## src/rtl/td4_prog_loader.sv

```systemverilog
// Program memory and byte-stream loader for the TD4 CPU.
// Serves combinational instruction fetch and holds the CPU in reset until a full program is loaded.
module td4_prog_loader #(
    parameter int ADDR_W = 4,
    parameter int DATA_W = 8
) (
    input  logic              clk,
    input  logic              n_reset,
    input  logic [ADDR_W-1:0] address,
    output logic [DATA_W-1:0] instr,
    input  logic              ld_start,
    input  logic              ld_valid,
    input  logic [DATA_W-1:0] ld_data,
    output logic              ld_ready,
    output logic              ld_done,
    output logic [7:0]        checksum,
    output logic              busy,
    output logic              cpu_n_reset
);

    localparam int DEPTH = 1 << ADDR_W;

    localparam logic [1:0] ST_IDLE = 2'd0;
    localparam logic [1:0] ST_LOAD = 2'd1;
    localparam logic [1:0] ST_HOLD = 2'd2;
    localparam logic [1:0] ST_RUN  = 2'd3;

    logic [1:0]        state_q;
    logic [1:0]        state_d;
    logic [ADDR_W-1:0] wr_ptr_q;
    logic [ADDR_W-1:0] wr_ptr_d;
    logic [7:0]        checksum_q;
    logic [7:0]        checksum_d;
    logic              ld_done_q;
    logic              cpu_n_reset_q;
    logic [DATA_W-1:0] mem_q [DEPTH];

    logic              beat_s;
    logic              last_s;
    logic              ready_s;

    // Running mod-256 checksum; wider data words contribute their low byte.
    function automatic logic [7:0] sum8(input logic [7:0] acc, input logic [DATA_W-1:0] b);
        logic [7:0] b8;
        b8 = 8'(b);
        return acc + b8;
    endfunction

    assign ready_s = (state_q == ST_LOAD);
    assign beat_s  = ld_valid & ready_s;
    assign last_s  = (wr_ptr_q == {ADDR_W{1'b1}});

    // Next-state, write pointer and checksum update.
    always_comb begin
        state_d    = state_q;
        wr_ptr_d   = wr_ptr_q;
        checksum_d = checksum_q;
        case (state_q)
            ST_IDLE, ST_RUN: begin
                if (ld_start) begin
                    state_d    = ST_LOAD;
                    wr_ptr_d   = {ADDR_W{1'b0}};
                    checksum_d = 8'h00;
                end else begin
                    state_d    = state_q;
                end
            end
            ST_LOAD: begin
                if (beat_s) begin
                    wr_ptr_d   = wr_ptr_q + {{(ADDR_W-1){1'b0}}, 1'b1};
                    checksum_d = sum8(checksum_q, ld_data);
                    if (last_s) begin
                        state_d = ST_HOLD;
                    end else begin
                        state_d = ST_LOAD;
                    end
                end else begin
                    state_d = ST_LOAD;
                end
            end
            ST_HOLD: begin
                state_d = ST_RUN;
            end
            default: begin
                state_d    = ST_IDLE;
                wr_ptr_d   = {ADDR_W{1'b0}};
                checksum_d = 8'h00;
            end
        endcase
    end

    // Control registers; outputs to the CPU side are registered from next state.
    always_ff @(posedge clk) begin
        if (!n_reset) begin
            state_q       <= ST_IDLE;
            wr_ptr_q      <= {ADDR_W{1'b0}};
            checksum_q    <= 8'h00;
            ld_done_q     <= 1'b0;
            cpu_n_reset_q <= 1'b0;
        end else begin
            state_q       <= state_d;
            wr_ptr_q      <= wr_ptr_d;
            checksum_q    <= checksum_d;
            ld_done_q     <= (state_d == ST_HOLD);
            cpu_n_reset_q <= (state_d == ST_RUN);
        end
    end

    // Program storage; a reset discards any partially loaded program.
    always_ff @(posedge clk) begin
        if (!n_reset) begin
            for (int i = 0; i < DEPTH; i++) begin
                mem_q[i] <= {DATA_W{1'b0}};
            end
        end else if (beat_s) begin
            mem_q[wr_ptr_q] <= ld_data;
        end
    end

    // Fetch path: zero-latency read, NOP (ADD A,0) whenever the CPU is not running.
    always_comb begin
        if (state_q == ST_RUN) begin
            instr = mem_q[address];
        end else begin
            instr = {DATA_W{1'b0}};
        end
    end

    assign ld_ready    = ready_s;
    assign busy        = (state_q == ST_LOAD) | (state_q == ST_HOLD);
    assign ld_done     = ld_done_q;
    assign cpu_n_reset = cpu_n_reset_q;
    assign checksum    = checksum_q;

endmodule

```

## config.mk

```make
export PLATFORM = sky130hd
export DESIGN_NAME = td4_prog_loader
export DESIGN_NICKNAME = d
export VERILOG_FILES = /design/src/rtl/td4_prog_loader.sv
export SDC_FILE = /design/constraint.sdc
export NUM_CORES = 1
export LEC_CHECK = 0
export CAP_MARGIN = 10
export CORE_AREA = 2 2 147 149
export CTS_BUF_LIST = sky130_fd_sc_hd__clkbuf_4 sky130_fd_sc_hd__clkbuf_8
export DETAILED_ROUTE_END_ITERATION = 10
export DIE_AREA = 0 0 149 151
export GPL_ROUTABILITY_DRIVEN = 0
export GPL_TIMING_DRIVEN = 0
export PLACE_DENSITY_LB_ADDON = 0.15
export SLEW_MARGIN = 20
export SYNTH_ARGS = -nofsm -noshare
export SYNTH_HDL_FRONTEND = slang
export SYNTH_SLANG_ARGS = --single-unit
```

## constraint.sdc

```tcl
create_clock -name clk -period 2.88 [get_ports clk]
set_input_delay 0.432 -clock clk [delete_from_list [all_inputs] [get_ports clk]]
set_output_delay 0.432 -clock clk [all_outputs]
set_load 0.03 [all_outputs]
```

==> After elaboration in Yosys (flattened, before gate mapping) <==
Memory sizes are Yosys's and may differ from the RTL's.
Cells that the tools add are included.
{ "word_totals": {"regBits": 16, "mem_bits_rw": 128, "input_bits": 16, "output_inout_bits": 20, "n_memories": 1} }
{ "op_classes": {"add_sub_neg": 2, "eq_ne": 8, "n_mux": 18, "bitwise": 2, "reduce_logical": 5} }
{ "mem_list": {"columns": ["name", "words", "word_bits", "read_ports", "rd_ports_with_merged_regs", "wr", "line", "rtl"], "rows": [
  ["mem_q", 16, 8, 1, 0, 16, "36", "logic [DATA_W-1:0] mem_q [DEPTH];"]
]} }
{ "ops": {"columns": ["operator", "n"], "rows": [
  ["$mux 8", 4],
  ["$pmux 8 s2", 1],
  ["$mux 4", 3],
  ["$add 8x8->8", 1],
  ["$eq 2x2->1 const B", 4],
  ["$pmux 4 s2", 1],
  ["$reduce_or 8->1", 1],
  ["$mux 2", 3],
  ["$pmux 2 s3", 1],
  ["$mux 1", 5],
  ["$add 4x1->4 const B", 1],
  ["$eq 4x4->1 const B", 1],
  ["$ne 2x2->1 const B", 2],
  ["$reduce_and 3->1", 1],
  ["$eq 2x1->1 const B", 1],
  ["$logic_not 2->1", 1],
  ["$reduce_bool 2->1", 1],
  ["$reduce_or 2->1", 1],
  ["$and 1x1->1", 1],
  ["$or 1x1->1", 1]
]} }

==> Depth between registers and ports, before layout <==
Gate-level depths: netlist (run 1).
{ "logic_depth": {"depth_word": 7, "mapped_depth": 9, "mapped_depth_nobuf": 6} }

==> Worst setup path after synthesis (run 1) <==
Ideal clock, no wire load.
{ "synth_path": {"path_type": "register to register", "start": "register state_q[0]", "end": "memory mem_q[13][0], enable pin", "setup_ns": 0.384, "t_arrival_ns": 2.125, "slack_ns": 0.371, "path_stages_with_launch": 8, "n_path_buf": 3, "cell_sequence": "dfxtp_1 ha_1 buf_2 and3_1 buf_4 nand2_1 buf_4 o21ai_0"} }
{ "synth_lines": {"columns": ["element", "line", "rtl"], "rows": [
  ["start: declaration", "28", "logic [1:0] state_q;"],
  ["start signal: assignment", "101", "state_q <= state_d;"],
  ["end: declaration", "36", null]
]} }

==> flow_summary.ini, run 1 <==
[run_status]
status = finished clean

[floorplan]
fp.dieH_um = 151
start_util_pct = 34.7
core_sq_mm = 0.0208
die_w_um = 149
io_pins = 36
fp-row-count = 53
die-area_sq_mm = 0.0225

[yosys]
synth.top_cell.area_share_pct = 53.3
synthFlopType = edfxtp_1
postSynth.asyncResetShare_pct = 0
ys_ff_latch = 144
synth_top_area_cell = edfxtp_1
syn-mean-instance-area_sq_um = 14.1
synth-edff-count = 128
syn_inst = 512
synth_area_leaders = edfxtp_1 (53%), mux4_1 (11%), and2_1 (9.9%)
syn_area_sq_mm = 0.00722
ys_warn_count = 0
synth_cell_types = 54
syn_nets = 543
yosysSeqAreaShare_pct = 57.7

[hold_path]
whs_path_depth = 2
min_to = checksum[2]$_SDFFE_PN0P_
hold_class = reg -> reg
hold_start = checksum[2]$_SDFFE_PN0P_

[grt]
antenna_found_initial = 0
track_usage_pct = 17.5
grt_max_degree = 17
first_global_vias = 4538
grt_pass1_wl_um = 28100
gr-total-overflow = 0

[setup_path]
worst_r2r_endpoint = mem_q[3][3]$_SDFFCE_PN0P_
r2r_start = state_q[1]$_SDFF_PN0_
cp.arrival_ns = 2.76
worstPathMaxFanout = 10
crit_required_ns = 2.97
critPathLaunchType = register
critical_path_class = reg -> reg
end_kind = register
reg2reg_slack_ns = 0.21
rr_worst_depth = 6

[timing]
min_period_ns = 2.67
fin_worst_skew_ns = 0.0117
finalCritPeriodShare_pct = 92.7
hold_viol = 0
rsz0062_at_grt = false
maxSlewViolCount = 0
slew_headroom_pct = 30.3
finalSetupViolations = 0
tightest_slew_ns = 1.04
fmax_ghz = 0.374

[power_and_ir_drop]
pwr-share-seq_pct = 48.9
p_int_mw = 3.51
p_sw_share_pct = 29.6
powerDensity_mw_per_mm2 = 603
combPwrFrac_pct = 20.4
p_total_mw = 4.98
ir_drop_mv = 0.275
p_leak_nw = 3.11
p_clk_share_pct = 30.8
p_sw_mw = 1.47

[clock_network]
clk_pin_slew_ns = 0.08
clock_latency_ns = 0.45
cts_htree_levels = 4
cts_tree = built
post_cts_buffers = 0
ctsLongestPathBuffers = 2
cts_hold_buf = 0
numCtsBuffers = 17
cts.sinks = 144
cts_resized = 17
cts_root_buf = clkbuf_8

[drt]
post_drt_wl_per_cell_um = 22.0
drc = 0
drt_first_pass_iters = 5
drt-vias-per-instance = 5.19
routed_wl_um = 18800
ant_nets = 0
drtIter0Drc = 414
vias = 4431

[layout]
nets = 595
num-fill-cells = 1977
fin_util_pct = 39.7
syn2layout_area_growth_pct = 14.6
drive_above_1_share_pct = 11.3

[place]
place_hpwl_um = 12800
io_buffer_count = 33

[job]
maxCapViolations = 0
==> layout by cell type (no fill, tap or decap), drive strengths merged, types with 10 or more instances in the layout <==
master	count
and2	115
buf	18
clkbuf	32
clkdlybuf4s50	24
clkinv	11
dfxtp	16
edfxtp	128
ha	14
inv	10
mux2i	16
mux4	32
nand2	14
nor2	16
nor3	17
o21ai	18
==> worst max-delay path: stages (launching register included) <==
cell and delay [ns]:
dfxtp_1 0.34, inv_1 0.08, ha_1 0.16, buf_2 0.22, nand4_2 0.34, nor3_2 0.61
nand2b_1 0.54
==> cells in the mapped netlist (all sizes together) (2+ instances only) <==
cell type and instances:
a211o 2, a21boi 2, a21oi 5, a32oi 3
and2 115, and3 2, buf 18, clkbuf 14
dfxtp 16, edfxtp 128, ha 14, inv 10
mux2i 16, mux4 32, nand2 14, nand2b 8
nand3 7, nand4 3, nand4b 2, nor2 16
nor2b 8, nor3 17, nor3b 3, nor4 4
o211ai 5, o21a 2, o21ai 18, o22ai 8
xor2 4
==> state kept, by name, summed over array words and instances (netlist names) <==
name,flops
checksum,8
cpu_n_reset,1
wr_ptr_q,4
state_q,2
ld_done,1
mem_q,128
==> worst max-delay path by stage <==
stage | start | to | slack [ns] | cells past startpoint
floorplan | state_q[0]$_SDFF_PN0_ | mem_q[13][0]$_SDFFCE_PN0P_ | 0.37 | 7
finish | state_q[1]$_SDFF_PN0_ | mem_q[3][3]$_SDFFCE_PN0P_ | 0.21 | 6
detailed placement | address[2] | instr[5] | -0.71 | 6
global placement | address[2] | instr[5] | -0.78 | 6
global route | state_q[0]$_SDFF_PN0_ | mem_q[3][3]$_SDFFCE_PN0P_ | 0.008 | 5
CTS | state_q[0]$_SDFF_PN0_ | instr[7] | 0.16 | 4
==> power groups by stage <==
| stage | combinational [mW] | sequential (mW) | clock, mW |
|---|---|---|---|
| floorplan | 0.607 | 2.52 | 0 |
| global placement | 1.01 | 2.48 | 0 |
| detailed placement | 1.02 | 2.48 | 0 |
| CTS | 1.02 | 2.44 | 1.57 |
| global route | 1.09 | 2.45 | 1.65 |
| finish | 1.01 | 2.44 | 1.53 |
==> logic make-up (layout without fill, tap and decap cells) <==
family	Yosys count	count (layout)	share of synthesized area, %
and+or+nand+nor	202	202	17.1
muxes	49	49	13.9
other	0	1	0
DFF	144	144	57.7
adders and majority gates	15	15	2.71
xor gates and xnor gates	5	5	0.607
AOI/OAI and AO/OA	54	54	4.96
buffers and inverters	43	108	3.02
==> metrics by stage <==
step                instances  area (sq um)  setup TNS [ns]  hold slack, ns  worst slack (ns)
floorplan                 512          7220               0           0.569             0.371
detailed placement        820          7890           -8.40           0.476            -0.707
global route              852          8270               0           0.532           0.00847
finish                    853          8270               0           0.490             0.209
global placement          820          7890          -31.50           0.480            -0.780
CTS                       852          8270               0           0.491             0.162
==> per-layer routing <==
| metal | share of wire (%) | vias to the layer above | GRT usage, % |
|---|---|---|---|
| met5 | 0 | - | 0 |
| met4 | 0.73 | 0 | 4.33 |
| met3 | 5.2 | 10 | 5.03 |
| met2 | 48 | 115 | 27.6 |
| met1 | 46 | 2260 | 24.0 |
| li1 | - | 2046 | - |
==> area by class of cell <==
cell class / instances / area (sq um) / share of cell area, %
plain buffers: 32 / 194 / 2.35
inverters: 11 / 41.3 / 0.499
well taps: 275 / 344 / 4.16
multi-input cells: 325 / 2840 / 34.3
clock buffers: 18 / 241 / 2.92
flip-flops and latches: 144 / 4160 / 50.4
clock inverters: 14 / 124 / 1.50
repair buffers: 33 / 319 / 3.86
diodes: 1 / 2.50 / 0.0303
No activity file was read; power rests on OpenSTA's default activity.
==> inputs of run 2 (changes only) <==
--- a/config.mk
+++ b/config.mk
@@ -12,7 +12,6 @@
 export DIE_AREA = 0 0 149 151
 export GPL_ROUTABILITY_DRIVEN = 0
 export GPL_TIMING_DRIVEN = 0
-export PLACE_DENSITY_LB_ADDON = 0.15
 export SLEW_MARGIN = 20
 export SYNTH_ARGS = -nofsm -noshare
 export SYNTH_HDL_FRONTEND = slang
==> flow_summary.ini, run 2 (synthesis gave the netlist of run 1 again) <==
[floorplan]
fp-row-count = 53
fp.dieH_um = 151
die-area_sq_mm = 0.0225
start_util_pct = 34.7
core_sq_mm = 0.0208
io_pins = 36
die_w_um = 149

[drt]
ant_nets = 0
routed_wl_um = 17400
vias = 4390
drt_first_pass_iters = 5
drt-vias-per-instance = 5.15
post_drt_wl_per_cell_um = 20.4
drtIter0Drc = 348
drc = 0

[setup_path]
critPathLaunchType = register
reg2reg_slack_ns = 0.26
critPathSlowestCell = dlygate4sd2_1
rr_worst_depth = 7
worst_r2r_endpoint = mem_q[10][0]$_SDFFCE_PN0P_
crit_required_ns = 2.45
cp-startpoint = state_q[0]$_SDFF_PN0_
end_kind = output port
r2r_start = state_q[0]$_SDFF_PN0_
critical_path_class = reg -> out
cpPeakStageDelay_ns = 0.46
worstPathCellList = ha_1 -> nand2_1 -> o22ai_1 -> dlygate4sd2_1
cp.arrival_ns = 2.27
worstPathMaxFanout = 8
setup.worst_path.end = instr[2]

[layout]
antenna_cells = 0
regMostFlops = mem_q
nets = 595
syn2layout_area_growth_pct = 16.2
final_cell_mix = edfxtp_1 (128), and2_1 (114), mux4_1 (29)
drive_above_1_share_pct = 11.4
final_common_cell = edfxtp_1
largest_register_ff_count = 128
num-fill-cells = 1969

[timing]
tightest_slew_ns = 1.01
hold_viol = 0
slew_headroom_pct = 32.2
fin_worst_skew_ns = 0.00857
timing.hold.ws_ns = 0.484
finalCritPeriodShare_pct = 93.7
min_period_ns = 2.70
maxSlewViolCount = 0
finalSetupViolations = 0
rsz0062_at_grt = false
fmax_ghz = 0.371
setup_tns_ns = 0

[grt]
grt_max_degree = 17
grt_pass1_wl_um = 26500
antenna_found_initial = 0
first_global_vias = 4388
gr-total-overflow = 0
track_usage_pct = 16.3

[clock_network]
cts_tree = built
ctsLongestPathBuffers = 2
numCtsBuffers = 17
post_cts_buffers = 0
cts_root_buf = clkbuf_8
clock_latency_ns = 0.46
cts.sinks = 144
cts_hold_buf = 0
cts_resized = 14
clk_pin_slew_ns = 0.08
cts_htree_levels = 4

[job]
maxCapViolations = 0

[place]
place_hpwl_um = 12000
io_buffer_count = 33

[run_status]
status = finished clean

[power_and_ir_drop]
ir_drop_mv = 0.274
powerDensity_mw_per_mm2 = 645
p_leak_nw = 3.19

[hold_path]
hold_class = reg -> reg
whs_path_depth = 2
run 2: how the worst min path moves through the flow:
stage,endpoint,start,slack [ns]
after global routing,checksum[2]$_SDFFE_PN0P_,checksum[2]$_SDFFE_PN0P_,0.53
after CTS,checksum[2]$_SDFFE_PN0P_,checksum[2]$_SDFFE_PN0P_,0.49
final,checksum[2]$_SDFFE_PN0P_,checksum[2]$_SDFFE_PN0P_,0.48
after detailed placement,checksum[2]$_SDFFE_PN0P_,checksum[2]$_SDFFE_PN0P_,0.48
after global placement,checksum[2]$_SDFFE_PN0P_,checksum[2]$_SDFFE_PN0P_,0.48
after floorplan,wr_ptr_q[1]$_SDFFE_PN0P_,wr_ptr_q[1]$_SDFFE_PN0P_,0.57
run 2: worst max-delay path: cells and delay by family, from the launching register on:
| kind | cells | cell delay, ns |
|---|---|---|
| buf+inv | 1 | 0.46 |
| compound gates | 1 | 0.35 |
| flops | 1 | 0.40 |
| fa+ha+maj | 1 | 0.33 |
| simple gates | 1 | 0.26 |
run 2: metal layers:
| metal | up-vias | wire length (um) | GRT usage, % |
|---|---|---|---|
| met2 | 153 | 8360 | 26.4 |
| li1 | 2044 | - | - |
| met3 | 23 | 1010 | 3.40 |
| met5 | - | 0 | 0 |
| met4 | 0 | 289 | 5.19 |
| met1 | 2170 | 7730 | 22.0 |
run 2: layout make-up:
type                       instances  area (sq um)  share of cell area, %
buffer                            32           190                   2.27
clock buffer                      19           249                   2.97
clock inverter                    13           240                   2.86
inverter                          11          41.3                  0.492
multi-input combinational        325          2830                   33.8
sequential                       144          4160                   49.7
tap                              275           344                   4.10
timing repair buffer              33           323                   3.85
run 2: per-stage QoR:
stage | area, sq um | cells | util (%) | worst slack, ns | power (mW)
after floorplan | 7220 | 512 | - | 0.371 | 3.12
after global placement | 7890 | 820 | 37.9 | -0.636 | 3.46
after detailed placement | 7890 | 820 | 37.9 | -0.667 | 3.49
after CTS | 8380 | 852 | 40.3 | 0.0501 | 5.43
after global routing | 8390 | 852 | 40.3 | 0.0904 | 5.61
final | 8390 | 852 | 40.3 | 0.183 | 5.41
run 2: report_power, final:
part	switching, mW	internal [mW]	leakage [nW]
Clock	0.762	1.21	0.245
Sequential	0.0498	2.39	1.45
Combinational	0.636	0.365	1.49
Total	1.45	3.96	3.19
==> inputs of run 3 (changes only) <==
--- a/config.mk
+++ b/config.mk
@@ -12,6 +12,7 @@
 export DIE_AREA = 0 0 149 151
 export GPL_ROUTABILITY_DRIVEN = 0
 export GPL_TIMING_DRIVEN = 0
+export PLACE_DENSITY = 0.55
 export SLEW_MARGIN = 20
 export SYNTH_ARGS = -nofsm -noshare
 export SYNTH_HDL_FRONTEND = slang
==> flow_summary.ini, run 3 (synthesis gave the netlist of run 1 again) <==
[layout]
syn2layout_area_growth_pct = 15.5
num-fill-cells = 1973
drive_above_1_share_pct = 11.4
antenna_cells = 0
regMostFlops = mem_q
final_cell_mix = edfxtp_1 (128), and2_1 (114), mux4_1 (29)
final_common_cell = edfxtp_1
final_cells = 852
largest_register_ff_count = 128
nets = 595

[grt]
busiest_layer = met2
track_usage_pct = 16.4
gr-total-overflow = 0
grtUsageMet1_pct = 21.5
use_met2_pct = 27.4
first_global_vias = 4396
antenna_found_initial = 0
grtUsageMet3_pct = 3.40
grt_pass1_wl_um = 26400
grt_max_degree = 17

[drt]
routed_wl_um = 17700
drtIter0Drc = 356
post_drt_wl_per_cell_um = 20.8
drt_first_pass_iters = 5
ant_nets = 0
drc = 0
vias = 4407
drt-vias-per-instance = 5.17

[floorplan]
die-area_sq_mm = 0.0225
core_sq_mm = 0.0208
start_util_pct = 34.7
die_w_um = 149
fp-row-count = 53
io_pins = 36
fp.dieH_um = 151

[power_and_ir_drop]
p_clk_share_pct = 33.9
p_sw_mw = 1.50
powerDensity_mw_per_mm2 = 624
p_int_mw = 3.70
p_leak_nw = 3.15
pwr-share-seq_pct = 46.9
combPwrFrac_pct = 19.2
p_sw_share_pct = 28.8
ir_drop_mv = 0.295

[run_status]
status = finished clean

[clock_network]
clk_pin_slew_ns = 0.09
clock_latency_ns = 0.46
numCtsBuffers = 17
ctsLongestPathBuffers = 2
cts_htree_levels = 4
post_cts_buffers = 0
cts.sinks = 144
cts_root_buf = clkbuf_8
cts_tree = built
cts_hold_buf = 0

[setup_path]
crit_required_ns = 2.45
cp-startpoint = state_q[0]$_SDFF_PN0_
r2r_start = state_q[0]$_SDFF_PN0_
worstPathMaxFanout = 8
critical_path_class = reg -> out
reg2reg_slack_ns = 0.29
end_kind = output port
cp.arrival_ns = 2.23
critPathLaunchType = register

[timing]
tightest_slew_ns = 0.984
min_period_ns = 2.66
finalWorstSetupSlack_ns = 0.217
fin_worst_skew_ns = 0.0130
fmax_ghz = 0.376
rsz0062_at_grt = false
hold_viol = 0
maxSlewViolCount = 0
slew_headroom_pct = 33.9
finalSetupViolations = 0
finalCritPeriodShare_pct = 92.5

[place]
dpl.cell_count = 820
io_buffer_count = 33
pre_cts_slack_ns = -0.708
place_hpwl_um = 12300

[job]
maxCapViolations = 0

[hold_path]
hold_class = reg -> reg
hold_start = checksum[2]$_SDFFE_PN0P_
-- run 3: worst paths after layout --
path,to,cells past startpoint
setup / recovery,instr[7],4
hold / removal,checksum[2]$_SDFFE_PN0P_,2
setup reg to reg,mem_q[6][4]$_SDFFCE_PN0P_,7
hold reg to reg,checksum[2]$_SDFFE_PN0P_,2
-- run 3: what timing repair did --
item	4_1_cts	5_1_grt
gates resized for setup	14	2
endpoints found under the setup margin	8	7
pin swaps	0	0
-- run 3: final cells by class --
cell class | count | area [sq um] | area share [%]
Sequential cell | 144 | 4160 | 50.0
Buffer | 32 | 194 | 2.33
Multi-Input combinational cell | 325 | 2830 | 34.0
Tap cell | 275 | 344 | 4.13
Inverter | 11 | 41.3 | 0.496
Timing Repair Buffer | 33 | 323 | 3.87
Clock inverter | 14 | 190 | 2.28
Clock buffer | 18 | 241 | 2.90
-- run 3: through the flow --
| stage | setup TNS [ns] | utilization (%) | hold WS (ns) | total power [mW] | instance area, sq um |
|---|---|---|---|---|---|
| detailed placement | -6.05 | 37.9 | 0.466 | 3.49 | 7890 |
| global placement | -24.51 | 37.9 | 0.479 | 3.46 | 7890 |
| floorplan | 0 | - | 0.569 | 3.12 | 7220 |
| CTS | -0.0251 | 40.0 | 0.481 | 5.20 | 8330 |
| global route | 0 | 40.0 | 0.511 | 5.38 | 8330 |
| finish | 0 | 40.0 | 0.473 | 5.20 | 8330 |
-- run 3: critical path, stage by stage, from the launching register on --
cell           delay [ns]
dfxtp_1              0.39
ha_1                 0.33
nand2_1              0.28
o22ai_1              0.33
dlygate4sd2_1        0.44
-- run 3: power groups by stage --
| stage | clock network, mW | registers [mW] | logic, mW |
|---|---|---|---|
| global route | 1.85 | 2.45 | 1.08 |
| floorplan | 0 | 2.52 | 0.607 |
| CTS | 1.76 | 2.44 | 1.00 |
| global placement | 0 | 2.48 | 0.984 |
| detailed placement | 0 | 2.49 | 1.00 |
| finish | 1.76 | 2.44 | 0.999 |
-- run 3: metal layers --
layer  up-vias  wire length (um)
met5         -                 0
met4         0               344
met3        22              1100
met2       168              8700
met1      2171              7590
li1       2046                 -
==> RTL change 1: new RTL, flow settings as in run 1 <==
Set the parameter `ADDR_W` to 5 (it was 4).
--- a/src/rtl/td4_prog_loader.sv
+++ b/src/rtl/td4_prog_loader.sv
@@ -3,3 +3,3 @@
 module td4_prog_loader #(
-    parameter int ADDR_W = 4,
+    parameter int ADDR_W = 5,
     parameter int DATA_W = 8
Ports: changed (resized address); port bits go from 36 to 37. No check against the original RTL was run, so the function may have changed too.
==> RTL change 1 against run 1 <==
Via count is 84% higher. Combinational power rose by 36%. Final cell count rose by 49%. Synthesized area increased by 79%. Synthesized cell count increased by 72%. First-iteration DRC count increased by 110%. Sequential cell count increased by 129. Final area is 79% higher. Maximum frequency fell by 5.9%. Worst setup slack worse by 170 ps. Total power grew 82%. Wire length grew 77%. Largest power group unchanged. Highest routed layer unchanged.
==> RTL change 1: results (changes against run 1) <==
Global routing
  – GRT Total Usage: 0.303 (was 0.175)
  – GR Util met1: 0.390 (was 0.240)
  – Number of global-route vias before repair: 8240 (was 4538)
  – First-pass GRT wire length: 48.7 mm (was 28.1 mm)
  – M3 GR Usage: 0.0898 (was 0.0503)

Yosys
  – Post-synthesis mux area share: 0.137 (was 0.139)
  – Synth Net Count: 914 (was 543)
  – Sequential share of the synthesized area: 0.620 (was 0.577)
  – Commonest cells post-synth: and2_1, edfxtp_1, mux4_2 (was edfxtp_1, and2_1, mux4_1)
  – Synth unique cells: 43 (was 54)
  – Number of flops mapped to enable cells by yosys: 256 (was 128)
  – Synth Area in Compound Gates: 0.0387 (was 0.0496)
  – Largest cells by area after synthesis: edfxtp_1, and2_1, mux4_2 (was edfxtp_1, mux4_1, and2_1)
  – Post-Synth Adder-Cell Area: 0.0160 (was 0.0271)

Drt
  – Via count: 8168 (was 4431)
  – Met2 wire length: 16.0 mm (was 8.96 mm)
  – Iteration count of the initial detailed-routing pass: 6 (was 5)
  – Post-Route M1 WL: 12.2 mm (was 8.72 mm)
  – Iteration-0 DRC Markers: 879 (was 414)

STA
  – Least-Margin Pin Slew: 1200 ps (was 1040 ps)
  – Clock skew: 32.3 ps (was 11.7 ps)
  – Hold slack: 490 ps (about the same)

Power
  – Leak: 0.00531 uW (was 0.00311 uW)
  – Max VDD drop: 0.855 mV (was 0.275 mV)

Worst setup path
  – CP delay by family, top: multiplexers (was simple AND/OR/NAND/NOR gates)
  – CP Max Fanout: 1 (was 10)
  – Reg-to-reg endpoint: mem_q[6][1] (was mem_q[3][3])
  – Crit path DAT: 2410 ps (was 2760 ps)
  – Largest stage delay, worst path: 570 ps (was 610 ps)
  – CP max stage cell: mux4_1 (was nor3_2)

Final layout
  – N_diodes: 0 (was 1)
  – Layout cells sized above 1: 0.220 (was 0.113)

Clock tree
  – Htree depth: 2 (was 4)
  – CTS buffer count: 42 (was 17)
  – Worst-case clock buffer depth: 3 (was 2)
  – Resized cells post-CTS: 91 (was 17)

Placement
  – HPWL reported at the end of detailed placement: 22.5 mm (was 12.8 mm)

Status
  – Status: completed (unchanged)
-- RTL change 1: cell type report --
cell class	instances	area, um2
repair buffers	41	350
inverters	16	60.1
plain buffers	60	317
well taps	275	344
clock buffers	60	726
multi-input cells	531	4910
flip-flops and latches	273	8030
clock inverters	12	57.6
fillers	1369	6030
-- RTL change 1: logic make-up (layout without fill, tap and decap cells) --
family | Yosys count | after routing
AND/OR/NAND/NOR | 351 | 351
flip-flops | 273 | 273
multiplexers | 80 | 80
AO/OA/AOI/OAI | 77 | 77
buffers and inverters | 77 | 189
adder cells (fa/ha/maj) | 16 | 16
XOR/XNOR | 7 | 7
-- RTL change 1: worst max-delay path by stage --
stage            startpoint            to  slack [ps]  depth (start not counted)
3_3_place_gp       ld_valid  mem_q[11][1]        -830                          6
4_1_cts          state_q[1]  mem_q[31][0]        -170                          8
5_1_grt          state_q[1]   mem_q[6][1]         -20                          9
6_report       mem_q[25][1]      instr[1]          40                          5
2_1_floorplan    state_q[0]  mem_q[15][0]         240                          7
3_5_place_dp     address[1]      instr[4]        -670                          7
-- RTL change 1: per-stage QoR --
step / setup TNS, ps / cell area, um2 / util / setup WS (ps) / cells
after floorplan: 0 / 12900 / - / 244 / 881
after global placement: -163290 / 13600 / 0.654 / -832 / 1189
after detailed placement: -69150 / 13700 / 0.657 / -670 / 1197
after CTS: -5940 / 14600 / 0.699 / -170 / 1268
after global routing: -119 / 14800 / 0.711 / -18.8 / 1268
final: 0 / 14800 / 0.711 / 40.4 / 1268
-- RTL change 1: power by group --
| part | internal, uW | switching, uW |
|---|---|---|
| Sequential | 4540 | 88.4 |
| Combinational | 496 | 873 |
| Clock | 1620 | 1480 |
| Total | 6650 | 2440 |
==> RTL change 2: new RTL, config.mk and constraints of run 1 <==
Without the edit above. `checksum_q` no longer has a reset.
--- a/src/rtl/td4_prog_loader.sv
+++ b/src/rtl/td4_prog_loader.sv
@@ -96,3 +96,2 @@
             wr_ptr_q      <= {ADDR_W{1'b0}};
-            checksum_q    <= 8'h00;
             ld_done_q     <= 1'b0;
@@ -102,3 +101,2 @@
             wr_ptr_q      <= wr_ptr_d;
-            checksum_q    <= checksum_d;
             ld_done_q     <= (state_d == ST_HOLD);
@@ -106,2 +104,6 @@
         end
+    end
+
+    always_ff @(posedge clk) begin
+        checksum_q <= checksum_d;
     end
Behaviour: differs if n_reset is asserted again (counterexample within 4 cycles, from zero or initial values and one cycle with n_reset low); with n_reset held inactive, the same outputs for 10 cycles.
==> RTL change 2 against run 1 <==
Register-to-register slack better by 150 ps. Final cell count grew 4.6%. Wire length decreased by 3.6%. Combinational power grew 39%. Synthesized area decreased by 1.4%. Utilization about the same. Sequential cell count unchanged. Worst setup slack worse by 120 ps. Total power is 14% higher. Via count decreased by 1.1%. Final area is essentially flat. Critical endpoint is now instr[6]. Largest power group unchanged.
==> RTL change 2: results (changes against run 1) <==
Global routing
  – M3 GR Usage: 0.0322 (was 0.0503)
  – Initial antenna violation count: 0 (unchanged)
  – GRT Total Usage: 0.171 (was 0.175)
  – GR Util met1: 0.224 (was 0.240)
  – GR Util met2: 0.281 (was 0.276)
  – First-pass GRT wire length: 27.3 mm (was 28.1 mm)
  – Pin count of the biggest net entering global routing: 17 (unchanged)
  – Number of global-route vias before repair: 4591 (was 4538)

Drt
  – DR vias/cell: 4.91 (was 5.19)
  – Top layer reached by signal wires: met4 (unchanged)
  – WL final: 18.1 mm (was 18.8 mm)
  – DR WL met3: 757 um (was 970 um)
  – Iteration-0 DRC Markers: 352 (was 414)
  – Post-Route M1 WL: 8.35 mm (was 8.72 mm)
  – Met2 wire length: 8.67 mm (was 8.96 mm)
  – Iteration count of the initial detailed-routing pass: 5 (unchanged)

Yosys
  – Yosys warnings: 0 (unchanged)
  – Synth Flop Type: edfxtp_1 (unchanged)
  – Post-synth ARST share: 0 (unchanged)
  – Number of flops mapped to enable cells by yosys: 136 (was 128)
  – Synth Net Count: 581 (was 543)
  – Largest cells by area after synthesis: edfxtp_1, and2_1, mux2i_1 (was edfxtp_1, mux4_1, and2_1)
  – Synth unique cells: 45 (was 54)
  – Sequential share of the synthesized area: 0.597 (was 0.577)
  – Commonest cells post-synth: edfxtp_1, and2_1, mux2i_1 (was edfxtp_1, and2_1, mux4_1)

Worst setup path
  – Reg2reg start: state_q[1] (unchanged)
  – CP delay by family, top: buffers and inverters (was simple AND/OR/NAND/NOR gates)
  – CP Max Fanout: 10 (unchanged)
  – Largest stage delay, worst path: 420 ps (was 610 ps)
  – Critical path origin: address[1] (was state_q[1])
  – CP max stage cell: clkdlybuf4s50_1 (was nor3_2)
  – Crit path DAT: 2360 ps (was 2760 ps)
  – Worst Setup Start Kind: input pin (was register)

Clock tree
  – Root Driver: clkbuf_8 (unchanged)
  – Worst-case clock buffer depth: 2 (unchanged)
  – Clk Latency, worst-skew pair: 450 ps (about the same)
  – CTS buffer count: 17 (unchanged)
  – Htree depth: 4 (unchanged)
  – Clock slew at reported path FFs: 70 ps
  – # hold bufs at CTS: 0 (unchanged)

Final layout
  – Layout cells sized above 1: 0.122 (was 0.113)
  – Most flops, register: mem_q (unchanged)
  – Fillers: 1992 (was 1977)
  – N_diodes: 0 (was 1)
  – Total Nets Final: 636 (was 595)
  – Number of flip-flops in the largest register: 128 (unchanged)

Status
  – Status: completed (unchanged)

Placement
  – HPWL reported at the end of detailed placement: 12.8 mm (about the same)
  – Port bufs: 35 (was 33)

Flow run
  – MaxCap Viol Count: 0 (unchanged)

STA
  – Fmax: 358 MHz (was 374 MHz)
  – Least-Margin Pin Slew: 1030 ps (was 1040 ps)
  – Clock skew: 14.3 ps (was 11.7 ps)

Power
  – Leak: 0.00312 uW (was 0.00311 uW)
  – Max VDD drop: 0.569 mV (was 0.275 mV)

Worst hold path
  – Worst Hold Launch: state_q[0] (was checksum[2])
  – Hold Crit Class: reg -> reg (unchanged)
[RTL change 2: cell count changes after synthesis, moves of 5 or more]
cell and change:
a21oi_1 +5, dfxtp_1 -8, o22ai_1 -5, edfxtp_1 +8
a22o_1 +5, nor2_1 +11, buf_2 +5, o211ai_1 -5
a22oi_1 +15, nand2_1 +8, mux2i_1 +37, mux4_1 -25
[RTL change 2: logic make-up after synthesis]
logic type                 synth area share
AOI/OAI and AO/OA                    0.0630
muxes                                0.0989
and+or+nand+nor                       0.176
buffers and inverters                0.0329
adders and majority gates            0.0274
DFF                                   0.597
xor gates and xnor gates            0.00493
[RTL change 2: final cells by class]
cell class,instances,area share
clock inverter,8,0.0166
timing repair buffer,36,0.0424
tap,275,0.0416
multi-input combinational,363,0.321
sequential,144,0.513
inverter,11,0.00499
clock buffer,23,0.0337
buffer,32,0.0260
[RTL change 2: per-stage QoR]
step,hold WS (ps),cells,area (um2),worst slack [ps]
6_report,686,892,8270,85.0
3_3_place_gp,649,860,7810,-611
2_1_floorplan,583,550,7110,587
3_5_place_dp,670,861,7820,-635
5_1_grt,728,892,8270,-8.83
4_1_cts,694,892,8270,9.77
[RTL change 2: power by group]
group          internal [uW]  total [uW]  switching (uW)
clock network            988        1710             726
logic                    528        1400             871
registers               2500        2580            80.5
[RTL change 2: path summary, 6_finish.rpt]
kind,endpoint,slack [ps],cells after the start
worst max register to register,mem_q[3][6],360,5
worst min register to register,ld_done,690,3
worst min-delay path,ld_done,690,3
worst max-delay path,instr[6],80,8
[RTL change 2: repair_timing]
action / in CTS / in global routing
resized for setup: 43 / 5
cloned: 0 / 0
endpoints found under the setup margin: 8 / 5
setup buffers: 0 / 0
